[src/rtl/dps_timer_unit.sv]
// 64-bit timer/compare peripheral on the DPS register bus.
// Reads return through a small response FIFO; compare matches raise a held IRQ.
module dps_timer_unit #(
    parameter int         P_RESP_DEPTH = 4,
    parameter int         P_PRESCALE   = 1,
    parameter logic [5:0] P_IRQ_NUM    = 6'h1
) (
    input  logic        iCLOCK,
    input  logic        iRESET,
    input  logic        iDPS_REQ,
    output logic        oDPS_BUSY,
    input  logic        iDPS_RW,
    input  logic [31:0] iDPS_ADDR,
    input  logic [31:0] iDPS_DATA,
    output logic        oDPS_VALID,
    input  logic        iDPS_BUSY,
    output logic [31:0] oDPS_DATA,
    output logic        oDPS_IRQ_REQ,
    output logic [5:0]  oDPS_IRQ_NUM,
    input  logic        iDPS_IRQ_ACK
);

    localparam int AW = $clog2(P_RESP_DEPTH);
    localparam int PW = (P_PRESCALE > 1) ? $clog2(P_PRESCALE) : 1;
    localparam logic [PW-1:0] PRE_LAST = PW'(P_PRESCALE - 1);
    localparam logic [AW:0]   FULL     = (AW + 1)'(P_RESP_DEPTH);

    typedef enum logic {IRQ_IDLE, IRQ_PEND} irq_state_t;

    logic        en, irqen, periodic, hit;
    logic [63:0] count, cmp;
    logic [31:0] per, shadow;
    logic [PW-1:0] presc;
    irq_state_t  irq_state;
    logic        irq_req;

    logic [31:0] mem [P_RESP_DEPTH];
    logic [AW-1:0] wptr, rptr;
    logic [AW:0]   level;

    logic        accept, wr, rd, in_map;
    logic [2:0]  idx;
    logic        wr_ctrl, wr_stat, wr_cntl, wr_cnth, wr_cmpl, wr_cmph, wr_per, rd_cntl;
    logic        cnt_wr, cmp_wr, tick, match, qualify, irqen_nxt;
    logic        push, pop;
    logic [63:0] count_inc;
    logic [31:0] rdata;
    logic        unused_addr_bits;

    assign unused_addr_bits = ^iDPS_ADDR[1:0];

    assign oDPS_BUSY    = (level == FULL);
    assign oDPS_VALID   = (level != '0);
    assign oDPS_DATA    = mem[rptr];
    assign oDPS_IRQ_REQ = irq_req;
    assign oDPS_IRQ_NUM = P_IRQ_NUM;

    // Address decode: only word offsets 0x00..0x18 map to registers
    assign accept = iDPS_REQ && !oDPS_BUSY;
    assign wr     = accept && iDPS_RW;
    assign rd     = accept && !iDPS_RW;
    assign idx    = iDPS_ADDR[4:2];
    assign in_map = (iDPS_ADDR[31:5] == '0) && (idx != 3'd7);

    assign wr_ctrl = wr && in_map && (idx == 3'd0);
    assign wr_stat = wr && in_map && (idx == 3'd1);
    assign wr_cntl = wr && in_map && (idx == 3'd2);
    assign wr_cnth = wr && in_map && (idx == 3'd3);
    assign wr_cmpl = wr && in_map && (idx == 3'd4);
    assign wr_cmph = wr && in_map && (idx == 3'd5);
    assign wr_per  = wr && in_map && (idx == 3'd6);
    assign rd_cntl = rd && in_map && (idx == 3'd2);

    always_comb begin
        rdata = '0;
        if (in_map) begin
            case (idx)
                3'd0:    rdata = {29'd0, periodic, irqen, en};
                3'd1:    rdata = {31'd0, hit};
                3'd2:    rdata = count[31:0];
                3'd3:    rdata = shadow;
                3'd4:    rdata = cmp[31:0];
                3'd5:    rdata = cmp[63:32];
                3'd6:    rdata = per;
                default: rdata = '0;
            endcase
        end
    end

    // A CPU counter write suppresses the tick and restarts the prescaler
    assign cnt_wr    = wr_cntl || wr_cnth;
    assign cmp_wr    = wr_cmpl || wr_cmph;
    assign tick      = en && !cnt_wr && (presc == PRE_LAST);
    assign count_inc = count + 64'd1;
    assign match     = tick && (count_inc == cmp);
    assign qualify   = match && irqen;
    assign irqen_nxt = wr_ctrl ? iDPS_DATA[1] : irqen;

    always_ff @(posedge iCLOCK or posedge iRESET) begin
        if (iRESET) begin
            en       <= 1'b0;
            irqen    <= 1'b0;
            periodic <= 1'b0;
            hit      <= 1'b0;
            count    <= '0;
            cmp      <= '0;
            per      <= '0;
            shadow   <= '0;
            presc    <= '0;
        end else begin
            if (!en || cnt_wr || presc == PRE_LAST)
                presc <= '0;
            else
                presc <= presc + PW'(1);

            if (tick)
                count <= count_inc;
            if (wr_cntl)
                count[31:0] <= iDPS_DATA;
            if (wr_cnth)
                count[63:32] <= iDPS_DATA;
            if (rd_cntl)
                shadow <= count[63:32];

            if (cmp_wr) begin
                if (wr_cmpl)
                    cmp[31:0] <= iDPS_DATA;
                if (wr_cmph)
                    cmp[63:32] <= iDPS_DATA;
            end else if (match && periodic) begin
                cmp <= cmp + {32'd0, per};
            end

            if (wr_per)
                per <= iDPS_DATA;
            if (wr_ctrl)
                {periodic, irqen, en} <= iDPS_DATA[2:0];

            if (match)
                hit <= 1'b1;
            else if (wr_stat && iDPS_DATA[0])
                hit <= 1'b0;
        end
    end

    always_ff @(posedge iCLOCK or posedge iRESET) begin
        if (iRESET) begin
            irq_state <= IRQ_IDLE;
            irq_req   <= 1'b0;
        end else begin
            case (irq_state)
                IRQ_IDLE: begin
                    if (qualify) begin
                        irq_state <= IRQ_PEND;
                        irq_req   <= 1'b1;
                    end
                end
                IRQ_PEND: begin
                    if (!irqen_nxt || (iDPS_IRQ_ACK && !qualify)) begin
                        irq_state <= IRQ_IDLE;
                        irq_req   <= 1'b0;
                    end
                end
                default: begin
                    irq_state <= IRQ_IDLE;
                    irq_req   <= 1'b0;
                end
            endcase
        end
    end

    // Response FIFO; accept is gated by full, so push never overruns
    assign push = rd;
    assign pop  = oDPS_VALID && !iDPS_BUSY;

    always_ff @(posedge iCLOCK or posedge iRESET) begin
        if (iRESET) begin
            for (int i = 0; i < P_RESP_DEPTH; i++)
                mem[i] <= '0;
            wptr  <= '0;
            rptr  <= '0;
            level <= '0;
        end else begin
            if (push) begin
                mem[wptr] <= rdata;
                wptr      <= wptr + AW'(1);
            end
            if (pop)
                rptr <= rptr + AW'(1);
            case ({push, pop})
                2'b10:   level <= level + (AW + 1)'(1);
                2'b01:   level <= level - (AW + 1)'(1);
                default: level <= level;
            endcase
        end
    end

endmodule

[config.mk]
export PLATFORM = sky130hd
export DESIGN_NAME = dps_timer_unit
export DESIGN_NICKNAME = d
export VERILOG_FILES = /design/src/rtl/dps_timer_unit.sv
export SDC_FILE = /design/constraint.sdc
export NUM_CORES = 1
export LEC_CHECK = 0
export ABC_CLOCK_PERIOD_IN_PS = 11800
export CORE_MARGIN = 2
export CORE_UTILIZATION = 35
export DETAILED_ROUTE_END_ITERATION = 16
export GPL_TIMING_DRIVEN = 0
export PLACE_DENSITY_LB_ADDON = 0.15
export SLEW_MARGIN = 25
export SYNTH_ARGS = -nofsm -noshare
export SYNTH_HDL_FRONTEND = slang
export SYNTH_SLANG_ARGS = --single-unit
[constraint.sdc]
create_clock -name iCLOCK -period 11.8 [get_ports iCLOCK]
set_input_delay 2.36 -clock iCLOCK [delete_from_list [all_inputs] [get_ports iCLOCK]]
set_output_delay 2.36 -clock iCLOCK [all_outputs]
set_load 0.005 [all_outputs]
==> qor.txt, run 1 <==
==============================================================================
Status ..........................................................    completed
Leftover overflow at the end of global routing ..................            0
Post-Syn Area per Cell ..........................................     9.72 um2
Synth-to-layout area growth .....................................        17.1%
First DRT Iteration DRCs ........................................         2270
Count of distinct cell types in the synthesized netlist .........           90
Gr usage total ..................................................        32.3%
Internal Dissipation ............................................      2.11 mW
Achievable clock frequency ......................................    0.141 GHz
Switching part of the total power ...............................        27.2%
Number of detailed-routing iterations run before antenna repair .            8
Combinational Power Share .......................................        11.6%
Routed len/inst .................................................      31.8 um
Count of final setup violators ..................................            0
Clock tree from TritonCTS .......................................         done
Placement row count .............................................           91
Biggest fanout along the worst timing path ......................           10
Leak ............................................................      10.7 nW
Crit Reg-Reg Endpoint ...........................................      cmp[35]
Power spent charging and discharging nets .......................     0.790 mW
Max cap viols ...................................................            0
Post-DP HPWL ....................................................      82.1 mm
Relative slew slack .............................................        25.3%
Die X ...........................................................       254 um
First-pass GRT wire length ......................................       148 mm
Post-place setup slack ..........................................      4.23 ns
Hold violation total from the final report ......................            0
Die Y ...........................................................       254 um
Via count .......................................................        20400
Total Power .....................................................      2.90 mW
Hold path startpoint ............................................       mem[1]
Largest net degree at the start of global routing ...............           82
Reg2reg setup slack .............................................      4.96 ns
Post-synth design cell area .....................................    21900 um2
Final critical-path required period .............................      7.12 ns
Tightest Hold Check Type ........................................ flip-flop to flip-flop
Biggest area contributors in the synthesized netlist ............ sky130_fd_sc_hd__dfrtp_1, sky130_fd_sc_hd__mux2_2, sky130_fd_sc_hd__mux4_2
Flops & latches, synth ..........................................          334
Ys async rst share ..............................................         100%
Layout cell share with drive strength beyond 1 ..................        17.5%
Area fraction of the dominant cell type after synthesis .........        38.2%
Setup fix buffers added after clock tree synthesis ..............            0
Utilization after layout ........................................        41.5%
Boundary Pins ...................................................          111
Path depth of the worst reg2reg path ............................           14
Critical path capture point type ................................    flip-flop
Commonest register cell after synthesis ......................... sky130_fd_sc_hd__dfrtp_1
Most area-hungry cell type in the Yosys netlist ................. sky130_fd_sc_hd__dfrtp_1
Cell Pwr Density ................................................   113 nW/um2
Depth of the CTS H-tree .........................................            2
PnR worst setup slack ...........................................      4.68 ns
Most frequent cells in the layout ............................... sky130_fd_sc_hd__dfrtp_1, sky130_fd_sc_hd__mux2_2, sky130_fd_sc_hd__nand2_1, sky130_fd_sc_hd__nor2_1, sky130_fd_sc_hd__clkbuf_1
Critical setup path kind ........................................ primary input to flip-flop
CTS-repair resized insts ........................................            0
Relative contribution of the clock network to total power .......        48.1%
Number of design rule violations left after detail routing ......            0
Clk Tree Root Cell .............................................. sky130_fd_sc_hd__clkbuf_16
Synthesis Warnings ..............................................            0
Cells after synthesis ...........................................         2250
Worst Path Required .............................................     12.28 ns
Reg clk slew, reported paths ....................................      0.06 ns
Hold Crit Depth .................................................            2
Cts bufs inserted ...............................................           42
Hold Path Sink ..................................................       mem[1]
EDFF count, synth ...............................................            0
Most common cell after layout, fill and taps aside .............. sky130_fd_sc_hd__dfrtp_1
Transition time at the pin with the least slew margin ...........      1.11 ns
Critical Path AT ................................................      7.59 ns
Initial antenna violation count .................................            1
Startpoint of the lowest-slack register-to-register path ........     count[1]
Port Buf Inserts ................................................          102
Antenna-violating nets left .....................................            0
Overall die area ................................................    64500 um2
Routability congestion estimate from global placement ...........         1.01
RSZ-0062 raised after global routing ............................        false
Nets@finish .....................................................         2518
Clk_lat worst skew ..............................................      0.60 ns
Maximum number of buffers from clock root to sink ...............            3
Largest vdd supply drop .........................................    0.0819 mV
Final cell count without fillers ................................         3280
Vias per Instance ...............................................         6.23
Initial standard-cell utilization of the core ...................        35.4%
Core Region .....................................................    61700 um2
Final Max Slew Viols ............................................            0
Vias in the first global route ..................................        19700
Hold buffers post-CTS ...........................................            0
Inst Count DP ...................................................         3201
Sequential share of power .......................................        40.2%
Sequential cell area fraction in the yosys report ...............        38.2%
CP startpoint kind .............................................. primary input
Layout Skew .....................................................    0.0240 ns
DRT Wirelength ..................................................       104 mm
Share of the clock period used by the worst path ................        60.3%
Clock tree sinks ................................................          334
==============================================================================
## per-stage QoR
step	TNS (ns)	area, um2	hold slack [ns]
after floorplan	0	21900	0.445
after global placement	-1488.16	23900	0.462
after detailed placement	0	24100	0.469
after CTS	0	25600	0.482
after global routing	0	25600	0.499
final	0	25600	0.484
## worst max-delay path: stages
cell and delay (ns):
sky130_fd_sc_hd__clkdlybuf4s50_1 0.56, sky130_fd_sc_hd__and3_1 0.26, sky130_fd_sc_hd__nor4_1 0.17, sky130_fd_sc_hd__nand4_1 0.69, sky130_fd_sc_hd__nor2_1 0.82, sky130_fd_sc_hd__nand2_1 0.41
sky130_fd_sc_hd__nand3_1 0.52, sky130_fd_sc_hd__inv_1 0.11, sky130_fd_sc_hd__nand4_2 0.29, sky130_fd_sc_hd__o21a_1 0.35, sky130_fd_sc_hd__buf_1 0.62, sky130_fd_sc_hd__mux2_2 0.41
## layout make-up
cell class	count	area [um2]
fill	6222	36100
multi-input combinational	1703	12700
sequential	334	8360
timing repair buffer	109	1150
clock buffer	51	1140
tap	837	1050
buffer	173	729
clock inverter	27	333
inverter	45	176
antenna	1	2.50
## power groups by stage
| stage | Clock (mW) | Combinational [mW] | Sequential [mW] |
|---|---|---|---|
| detailed placement | 0 | 0.343 | 1.19 |
| finish | 1.40 | 0.338 | 1.17 |
| floorplan | 0 | 0.202 | 1.19 |
| CTS | 1.42 | 0.343 | 1.17 |
| global placement | 0 | 0.331 | 1.19 |
| global route | 1.47 | 0.365 | 1.17 |
## per-layer routing
| layer | global-route usage (%) | wire length [um] | up-vias |
|---|---|---|---|
| li1 | - | - | 8765 |
| met1 | 46.2 | 47000 | 10500 |
| met2 | 48.1 | 44800 | 976 |
| met3 | 4.89 | 7270 | 184 |
| met4 | 14.7 | 5290 | 2 |
| met5 | 0 | 13 | - |
## synth_stat cells (14+ instances only)
master                     instances
sky130_fd_sc_hd__nand2b_1         15
sky130_fd_sc_hd__nor2_1          177
sky130_fd_sc_hd__a211oi_1         19
sky130_fd_sc_hd__and4_1           17
sky130_fd_sc_hd__a22o_1           32
sky130_fd_sc_hd__and2_1           15
sky130_fd_sc_hd__a21o_1           17
sky130_fd_sc_hd__a21oi_1         114
sky130_fd_sc_hd__clkbuf_1        125
sky130_fd_sc_hd__and3_1           23
sky130_fd_sc_hd__ha_1             38
sky130_fd_sc_hd__o31ai_1          17
sky130_fd_sc_hd__buf_2            23
sky130_fd_sc_hd__nor3_1           55
sky130_fd_sc_hd__a222oi_1         30
sky130_fd_sc_hd__nand2_1         178
sky130_fd_sc_hd__inv_1            44
sky130_fd_sc_hd__xnor2_1          82
sky130_fd_sc_hd__o21ai_0         102
sky130_fd_sc_hd__nand3_1          63
sky130_fd_sc_hd__o22ai_1          19
sky130_fd_sc_hd__o211ai_1         14
sky130_fd_sc_hd__nor4_1           58
sky130_fd_sc_hd__mux2_2          234
sky130_fd_sc_hd__dfrtp_1         334
sky130_fd_sc_hd__mux4_2           32
sky130_fd_sc_hd__xor2_1           48
sky130_fd_sc_hd__nor2b_1          15
sky130_fd_sc_hd__nand4_1          50
sky130_fd_sc_hd__a221o_1          25
sky130_fd_sc_hd__or3_1            15
## sequential cells by signal, summed over array words and instances, names as in the netlist, 2 cells and up
| register | cells |
|---|---|
| mem | 128 |
| cmp | 64 |
| count | 64 |
| per | 32 |
| shadow | 32 |
| level | 3 |
| rptr | 2 |
| wptr | 2 |
## how the worst max path moves through the flow
stage,from,to,slack (ns),cells past startpoint
final,iDPS_ADDR[4],cmp[6],4.68,12
after global routing,iDPS_ADDR[4],cmp[10],4.62,12
after CTS,iDPS_ADDR[4],cmp[6],4.84,12
after detailed placement,iDPS_ADDR[4],cmp[6],4.23,12
after global placement,iRESET,shadow[27],-4.51,2
after floorplan,iRESET,cmp[0],0.19,1
## cell families after synthesis
family,Yosys count,synth area share (%)
simple gates,733,17.2
flops,334,38.2
xor+xnor,137,5.91
other cells,2,0.0344
buf+inv,218,4.10
compound gates,502,16.0
mux,284,16.2
fa+ha+maj,40,2.36
No activity file was read; power rests on OpenSTA's default activity.
==> run 2, diff against run 1 <==
--- a/config.mk
+++ b/config.mk
@@ -5,7 +5,7 @@
 export SDC_FILE = /design/constraint.sdc
 export NUM_CORES = 1
 export LEC_CHECK = 0
-export ABC_CLOCK_PERIOD_IN_PS = 11800
+export ABC_CLOCK_PERIOD_IN_PS = 7000
 export CORE_MARGIN = 2
 export CORE_UTILIZATION = 35
 export DETAILED_ROUTE_END_ITERATION = 16
==> constraint.sdc (replaced) <==
create_clock -name iCLOCK -period 7 [get_ports iCLOCK]
set_input_delay 1.4 -clock iCLOCK [delete_from_list [all_inputs] [get_ports iCLOCK]]
set_output_delay 1.4 -clock iCLOCK [all_outputs]
set_load 0.005 [all_outputs]
==> run 2 against run 1 <==
Compared with the run above:
- critical path depth grew 1
- wire length rose by 0.92%
- design area is 0.15% higher
- critical path type is now flip-flop to flip-flop
- critical endpoint is now cmp[37]
==> qor.txt, run 2 (same netlist as run 1, synthesis figures left out) <==
==================================================================================
Overall die area ....................................................    64500 um2
Hold path startpoint ................................................      mem[33]
Relative slew slack .................................................        25.2%
Placed cell area ....................................................    24300 um2
Final critical-path required period .................................      6.74 ns
Max cap viols .......................................................            0
Initial standard-cell utilization of the core .......................        35.4%
Leftover overflow at the end of global routing ......................            0
Cell Pwr Density ....................................................   185 nW/um2
Leak ................................................................      10.8 nW
Maximum number of buffers from clock root to sink ...................            3
Layout Skew .........................................................    0.0156 ns
Clk_lat worst skew ..................................................      0.58 ns
Flip-flop count of the largest register, all copies and words added .          128
Status ..............................................................    completed
Total Power .........................................................      4.75 mW
Vias per Instance ...................................................         6.18
Setup fix buffers added after clock tree synthesis ..................            0
Count of final setup violators ......................................            0
Cts bufs inserted ...................................................           41
Nets@finish .........................................................         2525
Final Max Slew Viols ................................................            0
Clk Tree Root Cell .................................................. sky130_fd_sc_hd__clkbuf_16
Core Region .........................................................    61700 um2
Hold Crit Depth .....................................................            2
Vias in the first global route ......................................        19800
Boundary Pins .......................................................          111
Worst Path Required .................................................      7.43 ns
Startpoint of the lowest-slack register-to-register path ............     count[1]
Hold WS .............................................................     0.483 ns
Inst Count DP .......................................................         3209
Achievable clock frequency ..........................................    0.148 GHz
Routability congestion estimate from global placement ...............        0.996
Transition time at the pin with the least slew margin ...............      1.12 ns
Depth of the CTS H-tree .............................................            2
Largest net degree at the start of global routing ...................           31
Clock tree from TritonCTS ...........................................         done
Die X ...............................................................       254 um
Critical Path AT ....................................................      7.17 ns
First DRT Iteration DRCs ............................................         2432
DRT Wirelength ......................................................       105 mm
Via count ...........................................................        20300
Share of the clock period used by the worst path ....................        96.2%
Synth-to-layout area growth .........................................        17.3%
Crit Reg-Reg Endpoint ...............................................      cmp[37]
Design area .........................................................    25600 um2
Post-DP HPWL ........................................................      83.5 mm
Most common cell after layout, fill and taps aside .................. sky130_fd_sc_hd__dfrtp_1
Critical setup path kind ............................................ flip-flop to flip-flop
Most frequent cells in the layout ................................... sky130_fd_sc_hd__dfrtp_1, sky130_fd_sc_hd__mux2_2, sky130_fd_sc_hd__nand2_1, sky130_fd_sc_hd__nor2_1, sky130_fd_sc_hd__clkbuf_1
Routed len/inst .....................................................      32.1 um
Hold buffers post-CTS ...............................................            0
Number of detailed-routing iterations run before antenna repair .....           10
Gr usage total ......................................................        32.5%
Reg clk slew, reported paths ........................................      0.06 ns
Biggest fanout along the worst timing path ..........................           10
Placement row count .................................................           91
CP startpoint kind ..................................................    flip-flop
Reg2reg setup slack .................................................      0.26 ns
Critical path capture point type ....................................    flip-flop
Number of design rule violations left after detail routing ..........            0
Tightest Hold Check Type ............................................ flip-flop to flip-flop
Final cell count without fillers ....................................         3285
Clock tree sinks ....................................................          334
Path depth of the worst reg2reg path ................................           13
Register name with the most flops ...................................          mem
Die Y ...............................................................       254 um
Utilization after layout ............................................        41.6%
Layout cell share with drive strength beyond 1 ......................        17.4%
RSZ-0062 raised after global routing ................................        false
Largest vdd supply drop .............................................     0.168 mV
Hold Path Sink ......................................................      mem[33]
First-pass GRT wire length ..........................................       148 mm
CTS-repair resized insts ............................................            0
Antenna-violating nets left .........................................            0
Hold violation total from the final report ..........................            0
Port Buf Inserts ....................................................          102
Top Registers ....................................................... mem x128, cmp x64, count x64
Final-layout fill cell count ........................................         6146
Initial antenna violation count .....................................            2
==================================================================================
==> run 2: per-stage QoR <==
| step | worst slack [ns] | TNS [ns] |
|---|---|---|
| 2_1_floorplan | 1.14 | 0 |
| 3_3_place_gp | -1.58 | -509.73 |
| 3_5_place_dp | 0.368 | 0 |
| 4_1_cts | 0.576 | 0 |
| 5_1_grt | 0.304 | 0 |
| 6_report | 0.263 | 0 |
==> run 2: worst max path at each step <==
stage	start	end	slack, ns	cells after the start
after floorplan	iRESET	cmp[0]	1.14	1
after global placement	iRESET	cmp[58]	-1.58	2
after detailed placement	iDPS_ADDR[4]	cmp[5]	0.37	12
after CTS	count[44]	cmp[37]	0.58	13
after global routing	count[1]	cmp[45]	0.30	14
final	count[1]	cmp[37]	0.26	13
==> run 2: report_power, final <==
group,internal (mW),switching (mW)
clock network,1.28,0.911
logic,0.221,0.365
registers,1.95,0.0152
total,3.46,1.29
==> run 2: cell type report <==
type	count	area, um2	share of cell area (%)
inverter	45	173	0.673
clock inverter	15	168	0.654
tap	837	1050	4.08
sequential	334	8360	32.6
multi-input combinational	1703	12700	49.4
clock buffer	57	1180	4.59
timing repair buffer	117	1310	5.12
antenna	4	10.0	0.0390
buffer	173	729	2.84
==> run 2: per-layer routing <==
metal	routed length [um]	vias to the layer above	global-route usage [%]
met2	44800	992	47.8
li1	-	8770	-
met3	7510	205	5.36
met5	0	-	0
met4	6090	0	17.0
met1	46900	10400	45.8
==> run 2: critical path, stage by stage (launching register included) <==
cell,delay [ns]
sky130_fd_sc_hd__dfrtp_1,0.50
sky130_fd_sc_hd__ha_1,0.37
sky130_fd_sc_hd__nand3_1,0.37
sky130_fd_sc_hd__nor4_4,0.74
sky130_fd_sc_hd__clkbuf_1,0.69
sky130_fd_sc_hd__nand4_1,0.44
sky130_fd_sc_hd__xnor2_1,0.65
sky130_fd_sc_hd__nand2_1,0.11
sky130_fd_sc_hd__nor4_1,0.60
sky130_fd_sc_hd__nand4_1,0.52
sky130_fd_sc_hd__nand2_1,0.33
sky130_fd_sc_hd__clkbuf_1,0.60
sky130_fd_sc_hd__clkbuf_1,0.52
sky130_fd_sc_hd__a21oi_1,0.14
